==> config.mk <==
export PLATFORM = sky130hd
export DESIGN_NAME = pwm_gate_drive
export DESIGN_NICKNAME = d
export VERILOG_FILES = /design/src/rtl/pwm_pkg.sv /design/src/rtl/edge_detect.sv /design/src/rtl/pwm_gate_drive.sv
export SDC_FILE = /design/constraint.sdc
export NUM_CORES = 1
export LEC_CHECK = 0
export BUFFER_PORTS_ARGS = -buffer_cell sky130_fd_sc_hd__buf_4
export CORE_MARGIN = 5
export CORE_UTILIZATION = 65
export CTS_CLUSTER_DIAMETER = 80
export CTS_CLUSTER_SIZE = 24
export DETAILED_ROUTE_END_ITERATION = 7
export PLACE_DENSITY = 0.87
export RECOVER_POWER = 50
export SYNTH_ARGS = -nofsm -noshare
export SYNTH_HDL_FRONTEND = slang
export SYNTH_SLANG_ARGS = --single-unit
==> constraint.sdc <==
create_clock -name clk -period 3.83 [get_ports clk]
set_input_delay 0.383 -clock clk [delete_from_list [all_inputs] [get_ports clk]]
set_output_delay 0.383 -clock clk [all_outputs]
set_load 0.05 [all_outputs]
==> src/rtl/pwm_pkg.sv <==
// Shared definitions for the constant-on-time PWM path: state encoding and
// default timing parameters used by the on-time counter and gate-drive stages.
package pwm_pkg;

  typedef enum logic [2:0] {
    StIdle   = 3'd0,
    StDtRise = 3'd1,
    StOn     = 3'd2,
    StDtFall = 3'd3,
    StFault  = 3'd4
  } pwm_state_e;

  localparam int unsigned DefDeadTime = 8;
  localparam int unsigned DefMinOff   = 20;
  localparam int unsigned DefMaxOn    = 2000;
  localparam int unsigned DefCntW     = 21;

endpackage

==> src/rtl/edge_detect.sv <==
// Registered rising-edge detector; the delay register's reset value decides whether
// an input already high at reset release counts as an edge.
module edge_detect #(
  parameter logic ResetVal = 1'b0
) (
  input  logic clk,
  input  logic rst,
  input  logic d,
  output logic rise
);

  logic d_q;

  always_ff @(posedge clk) begin
    if (rst) begin
      d_q <= ResetVal;
    end else begin
      d_q <= d;
    end
  end

  assign rise = d & ~d_q;

endmodule

==> src/rtl/pwm_gate_drive.sv <==
// Gate-drive stage: SR-latched PWM state with complementary gates, dead-time insertion,
// minimum off-time lockout, maximum on-time trip and latched fault shutdown.
module pwm_gate_drive
  import pwm_pkg::*;
#(
  parameter int unsigned DEAD_TIME = DefDeadTime,
  parameter int unsigned MIN_OFF   = DefMinOff,
  parameter int unsigned MAX_ON    = DefMaxOn,
  parameter int unsigned CNT_W     = DefCntW
) (
  input  logic clk,
  input  logic rst,
  input  logic set,
  input  logic reset_pwm,
  input  logic fault,
  input  logic clr_fault,
  output logic gate_hs,
  output logic gate_ls,
  output logic pwm_on,
  output logic set_drop,
  output logic max_on_trip,
  output logic fault_lat
);

  localparam logic [CNT_W-1:0] DtLast    = CNT_W'(DEAD_TIME - 1);
  localparam logic [CNT_W-1:0] MinOffCnt = CNT_W'(MIN_OFF);
  localparam logic [CNT_W-1:0] MaxOnLast = CNT_W'(MAX_ON - 1);

  pwm_state_e       state_q;
  logic [CNT_W-1:0] off_cnt_q;
  logic [CNT_W-1:0] on_cnt_q;
  logic [CNT_W-1:0] dt_cnt_q;
  logic             set_pos;

  // Reset value 1 so a set held high through reset is not seen as a new request.
  edge_detect #(
    .ResetVal(1'b1)
  ) u_set_edge (
    .clk (clk),
    .rst (rst),
    .d   (set),
    .rise(set_pos)
  );

  always_ff @(posedge clk) begin
    if (rst) begin
      state_q     <= StIdle;
      gate_hs     <= 1'b0;
      gate_ls     <= 1'b1;
      pwm_on      <= 1'b0;
      set_drop    <= 1'b0;
      max_on_trip <= 1'b0;
      fault_lat   <= 1'b0;
      off_cnt_q   <= '0;
      on_cnt_q    <= '0;
      dt_cnt_q    <= '0;
    end else begin
      set_drop    <= 1'b0;
      max_on_trip <= 1'b0;
      if (fault) begin
        // Both gates off immediately; no dead time needed when nothing turns on.
        state_q   <= StFault;
        gate_hs   <= 1'b0;
        gate_ls   <= 1'b0;
        pwm_on    <= 1'b0;
        fault_lat <= 1'b1;
      end else begin
        case (state_q)
          StIdle: begin
            if (set_pos && (off_cnt_q >= MinOffCnt)) begin
              state_q  <= StDtRise;
              gate_ls  <= 1'b0;
              pwm_on   <= 1'b1;
              dt_cnt_q <= '0;
            end else begin
              set_drop <= set_pos;
              if (off_cnt_q < MinOffCnt) begin
                off_cnt_q <= off_cnt_q + 1'b1;
              end
            end
          end
          StDtRise: begin
            if (dt_cnt_q == DtLast) begin
              state_q  <= StOn;
              gate_hs  <= 1'b1;
              on_cnt_q <= '0;
            end else begin
              dt_cnt_q <= dt_cnt_q + 1'b1;
            end
          end
          StOn: begin
            // The limit check wins so a coincident reset_pwm still reports the trip.
            if ((on_cnt_q == MaxOnLast) || reset_pwm) begin
              state_q     <= StDtFall;
              gate_hs     <= 1'b0;
              pwm_on      <= 1'b0;
              dt_cnt_q    <= '0;
              max_on_trip <= (on_cnt_q == MaxOnLast);
            end else begin
              on_cnt_q <= on_cnt_q + 1'b1;
            end
          end
          StDtFall: begin
            if (dt_cnt_q == DtLast) begin
              state_q   <= StIdle;
              gate_ls   <= 1'b1;
              off_cnt_q <= '0;
            end else begin
              dt_cnt_q <= dt_cnt_q + 1'b1;
            end
          end
          StFault: begin
            if (clr_fault) begin
              state_q   <= StIdle;
              gate_ls   <= 1'b1;
              fault_lat <= 1'b0;
              off_cnt_q <= '0;
            end
          end
          default: begin
            state_q   <= StIdle;
            gate_hs   <= 1'b0;
            gate_ls   <= 1'b1;
            pwm_on    <= 1'b0;
            fault_lat <= 1'b0;
            off_cnt_q <= '0;
          end
        endcase
      end
    end
  end

endmodule

==> key figures <==
Status
  – Outcome: finished clean

Setup path
  – CP Capture Type: flip-flop
  – R2R depth: 6
  – Slowest stage cell, crit path: o41ai_4
  – Crit path launch: on_cnt_q[11]$_SDFFE_PP0P_
  – End point of the critical path: dt_cnt_q[11]$_SDFFE_PP0P_
  – R2R Setup Slk: 0.69 ns
  – Slowest stage delay, CP: roughly 0.85 ns
  – Critical-path cell list: or4b_1 > or4_1 > o21ai_4 > o21ai_0 > o41ai_4 > nor2_1
  – Top delay family on crit path: compound AO/OA/AOI/OAI gates
  – CP Class: flip-flop to flip-flop
  – CP arrival: 3.34 ns
  – Worst Path Max Fanout: 14
  – Reg2Reg Capture Point: dt_cnt_q[11]$_SDFFE_PP0P_
  – Reg-to-Reg Start: on_cnt_q[11]$_SDFFE_PP0P_
  – CP Buf/Inv Count: 0
  – CP startpoint kind: flip-flop
  – Critical Path RT: 4.03 ns
  – Critical path depth: 6

Die
  – Initial Util: 67.7%
  – Ports: 12
  – Die Y: 86.2 µm
  – Die Footprint: 7430 µm²
  – Row count: 27
  – Die X: 86.2 µm
  – Core region area: roughly 5600 µm²

Route
  – # DRC: 0
  – Routed vias: 3,463
  – Via-per-instance ratio: around 6.5
  – DRT iter0 DRCs: approximately 190
  – Wire per inst: 16.6 µm
  – Total Wirelength: 8.76 mm
  – Post-DRT Antenna Nets: 0
  – DRT Pass-1 Iters: 5

Yosys
  – Mapped cell area: 3770 µm²
  – Post-Syn Nets: between 400 and 500
  – Syn Area/Cell: 8.50 µm²
  – Register area share after synthesis: about two fifths
  – Post-synth EDFFs: 0
  – Synth Instances: approximately 440
  – Synth Register Bits: 73
  – Ys flop type: dfxtp_1
  – Ys async rst share: 0%
  – Post-synth cell types: between 60 and 70
  – Synth warn: 0

Power and ir drop
  – Clock share of power: 39.0%
  – Max VDD drop: 0.000216 V
  – P_int: 1.06 mW
  – Psw: 0.365 mW
  – Pleak: ~1.3 nW
  – Logic gate share of total power: 6.5%
  – Sequential share of power: 54.5%
  – PD cells: 356 nW/µm²
  – Net Sw Frac: 25.7%

STA
  – Final setup fails: 0
  – Setup TNS: 0 ns
  – Final slew viol count: 0
  – Crit path time final: 3.14 ns
  – RSZ-0062 raised after global routing: false
  – Worst Clk Skew: roughly 0.012 ns
  – Slew of the pin with the lowest slew margin: 1.28 ns
  – Final Hold Viols: 0
  – Slew HR: 14.0%
  – F_max: roughly 320 MHz
  – Tcrit/Tclk final: 82.1%

Finish
  – Nets@finish: 462
  – Most common cell after layout, fill and taps aside: dfxtp_1
  – Final Non-Filler Cells: 529
  – Layout cells sized above 1: between 10% and 20%
  – # diodes: 0
  – Most frequent cells in the layout: 73 x dfxtp_1, 47 x nor2_1, 32 x nand2_1
  – Synth-to-Final Area Change: 6.00%
  – Multi-input gate area: 2150 µm²
  – Layout fillers: 445
  – Sequential cell area: 1460 µm²

Clock tree
  – # hold bufs at CTS: 0
  – CTS tree: yes
  – Num CTS Buffers: 9
  – Root buffer cell: clkbuf_8
  – Post_cts resized: 0
  – Htree depth: 3
  – CTS clk-pin slew, worst paths: 0.08 ns
  – Worst skew pair latency: 0.35 ns
  – Max Root-Sink Buffers: 2
  – Clk sink count: 73
  – Setup Buffers After CTS: 0

Placement
  – IO buf count: 11
  – DP HPWL: 6.21 mm
  – DP Cell Count: a little over 500
  – Placer Congestion: 0.932

Global routing
  – Largest net degree at the start of global routing: 22
  – Overflow after GRT: 0
  – First-pass GRT wire length: ~15 mm
  – Total GRT Usage: 24.8%
  – Vias in the first global route: approximately 3,400
  – Initial antenna violation count: 0

Flow run
  – Max Cap Viol: 0

Min path
  – Min-Delay Path Class: input pin to flip-flop
routing by layer:
metal / vias to the layer above / wire length, µm / global-route usage, %
met2: 129 / 4280 / 41.9
met5: - / 0 / 0
met4: 0 / 282 / 14.6
met3: 28 / 391 / 3.99
met1: 1628 / 3810 / 29.8
li1: 1678 / - / -
power groups by stage:
| stage | Clock [mW] | Sequential [mW] | Combinational, mW |
|---|---|---|---|
| after detailed placement | 0 | 0.793 | 0.0967 |
| after CTS | 0.563 | 0.775 | 0.0972 |
| after floorplan | 0 | 0.793 | 0.0736 |
| final | 0.554 | 0.775 | 0.0932 |
| after global routing | 0.592 | 0.776 | 0.103 |
| after global placement | 0 | 0.792 | 0.0939 |
worst min-delay path by stage:
stage	startpoint	endpoint	slack, ns	cells after the start
2_1_floorplan	off_cnt_q[15]$_SDFFE_PP0P_	off_cnt_q[15]$_SDFFE_PP0P_	0.45	1
3_3_place_gp	gate_ls$_SDFFE_PP1P_	gate_ls$_SDFFE_PP1P_	0.47	2
3_5_place_dp	off_cnt_q[20]$_SDFFE_PP0P_	off_cnt_q[20]$_SDFFE_PP0P_	0.48	1
4_1_cts	set	u_set_edge.d_q$_SDFF_PP1_	0.21	2
5_1_grt	set	u_set_edge.d_q$_SDFF_PP1_	0.22	2
6_report	set	u_set_edge.d_q$_SDFF_PP1_	0.22	2
final cells by class:
class	count	area share, %
multi-input cells	343	53.7
flip-flops and latches	73	36.5
clock buffers	11	3.78
well taps	72	2.25
repair buffers	15	2.06
inverters	10	0.938
clock inverters	5	0.750
cells in the mapped netlist, drive strengths merged, types with 2 or more instances:
| master | number | area, µm² |
|---|---|---|
| o2111ai | 5 | 50.0 |
| or3 | 14 | 90.1 |
| nor2 | 47 | 176 |
| nor3 | 14 | 70.1 |
| clkbuf | 15 | 96.3 |
| o21a | 4 | 30.0 |
| a41oi | 3 | 26.3 |
| nor4bb | 2 | 20.0 |
| a21oi | 34 | 185 |
| or2 | 3 | 18.8 |
| nor4 | 15 | 93.8 |
| o31ai | 11 | 82.6 |
| nand4 | 9 | 62.6 |
| xor2 | 13 | 114 |
| and3 | 9 | 56.3 |
| a21boi | 3 | 37.5 |
| ha | 4 | 50.1 |
| dfxtp | 73 | 1460 |
| a211oi | 6 | 50.1 |
| nand2b | 3 | 18.8 |
| a31oi | 6 | 37.5 |
| or4 | 13 | 116 |
| o21ai | 24 | 135 |
| and2 | 11 | 68.8 |
| buf | 3 | 17.5 |
| nor2b | 2 | 12.5 |
| nand3 | 20 | 100 |
| xnor2 | 5 | 43.8 |
| inv | 10 | 37.5 |
| and4 | 5 | 45.0 |
| nand2 | 33 | 126 |
| o41ai | 2 | 36.3 |
| o211ai | 10 | 88.8 |
flip-flops by register name (all words and copies together), names as in the netlist:
name and count:
max_on_trip 1, state_q 3, fault_lat 1, u_set_edge.d_q 1
set_drop 1, gate_ls 1, off_cnt_q 21, on_cnt_q 21
dt_cnt_q 21, gate_hs 1, pwm_on 1
logic make-up after synthesis:
family | after synthesis | share of synthesized area (%)
flip-flops | 73 | 38.7
buffers and inverters | 28 | 4.01
XOR/XNOR | 18 | 4.18
adder cells (fa/ha/maj) | 4 | 1.33
AND/OR/NAND/NOR | 207 | 30.1
AO/OA/AOI/OAI | 114 | 21.7
metrics by stage:
step | total power [mW] | area, µm² | util [%] | hold WS (ns) | setup WS [ns]
final | 1.42 | 4000 | 71.8 | 0.222 | 0.686
after global routing | 1.47 | 4000 | 71.8 | 0.216 | 0.455
after CTS | 1.43 | 4050 | 72.7 | 0.214 | 0.943
after detailed placement | 0.889 | 3870 | 69.5 | 0.478 | 0.950
after global placement | 0.886 | 3870 | 69.5 | 0.466 | 1.01
after floorplan | 0.867 | 3770 | - | 0.446 | 1.35
Note: power is estimated with default switching activity, not from simulation.
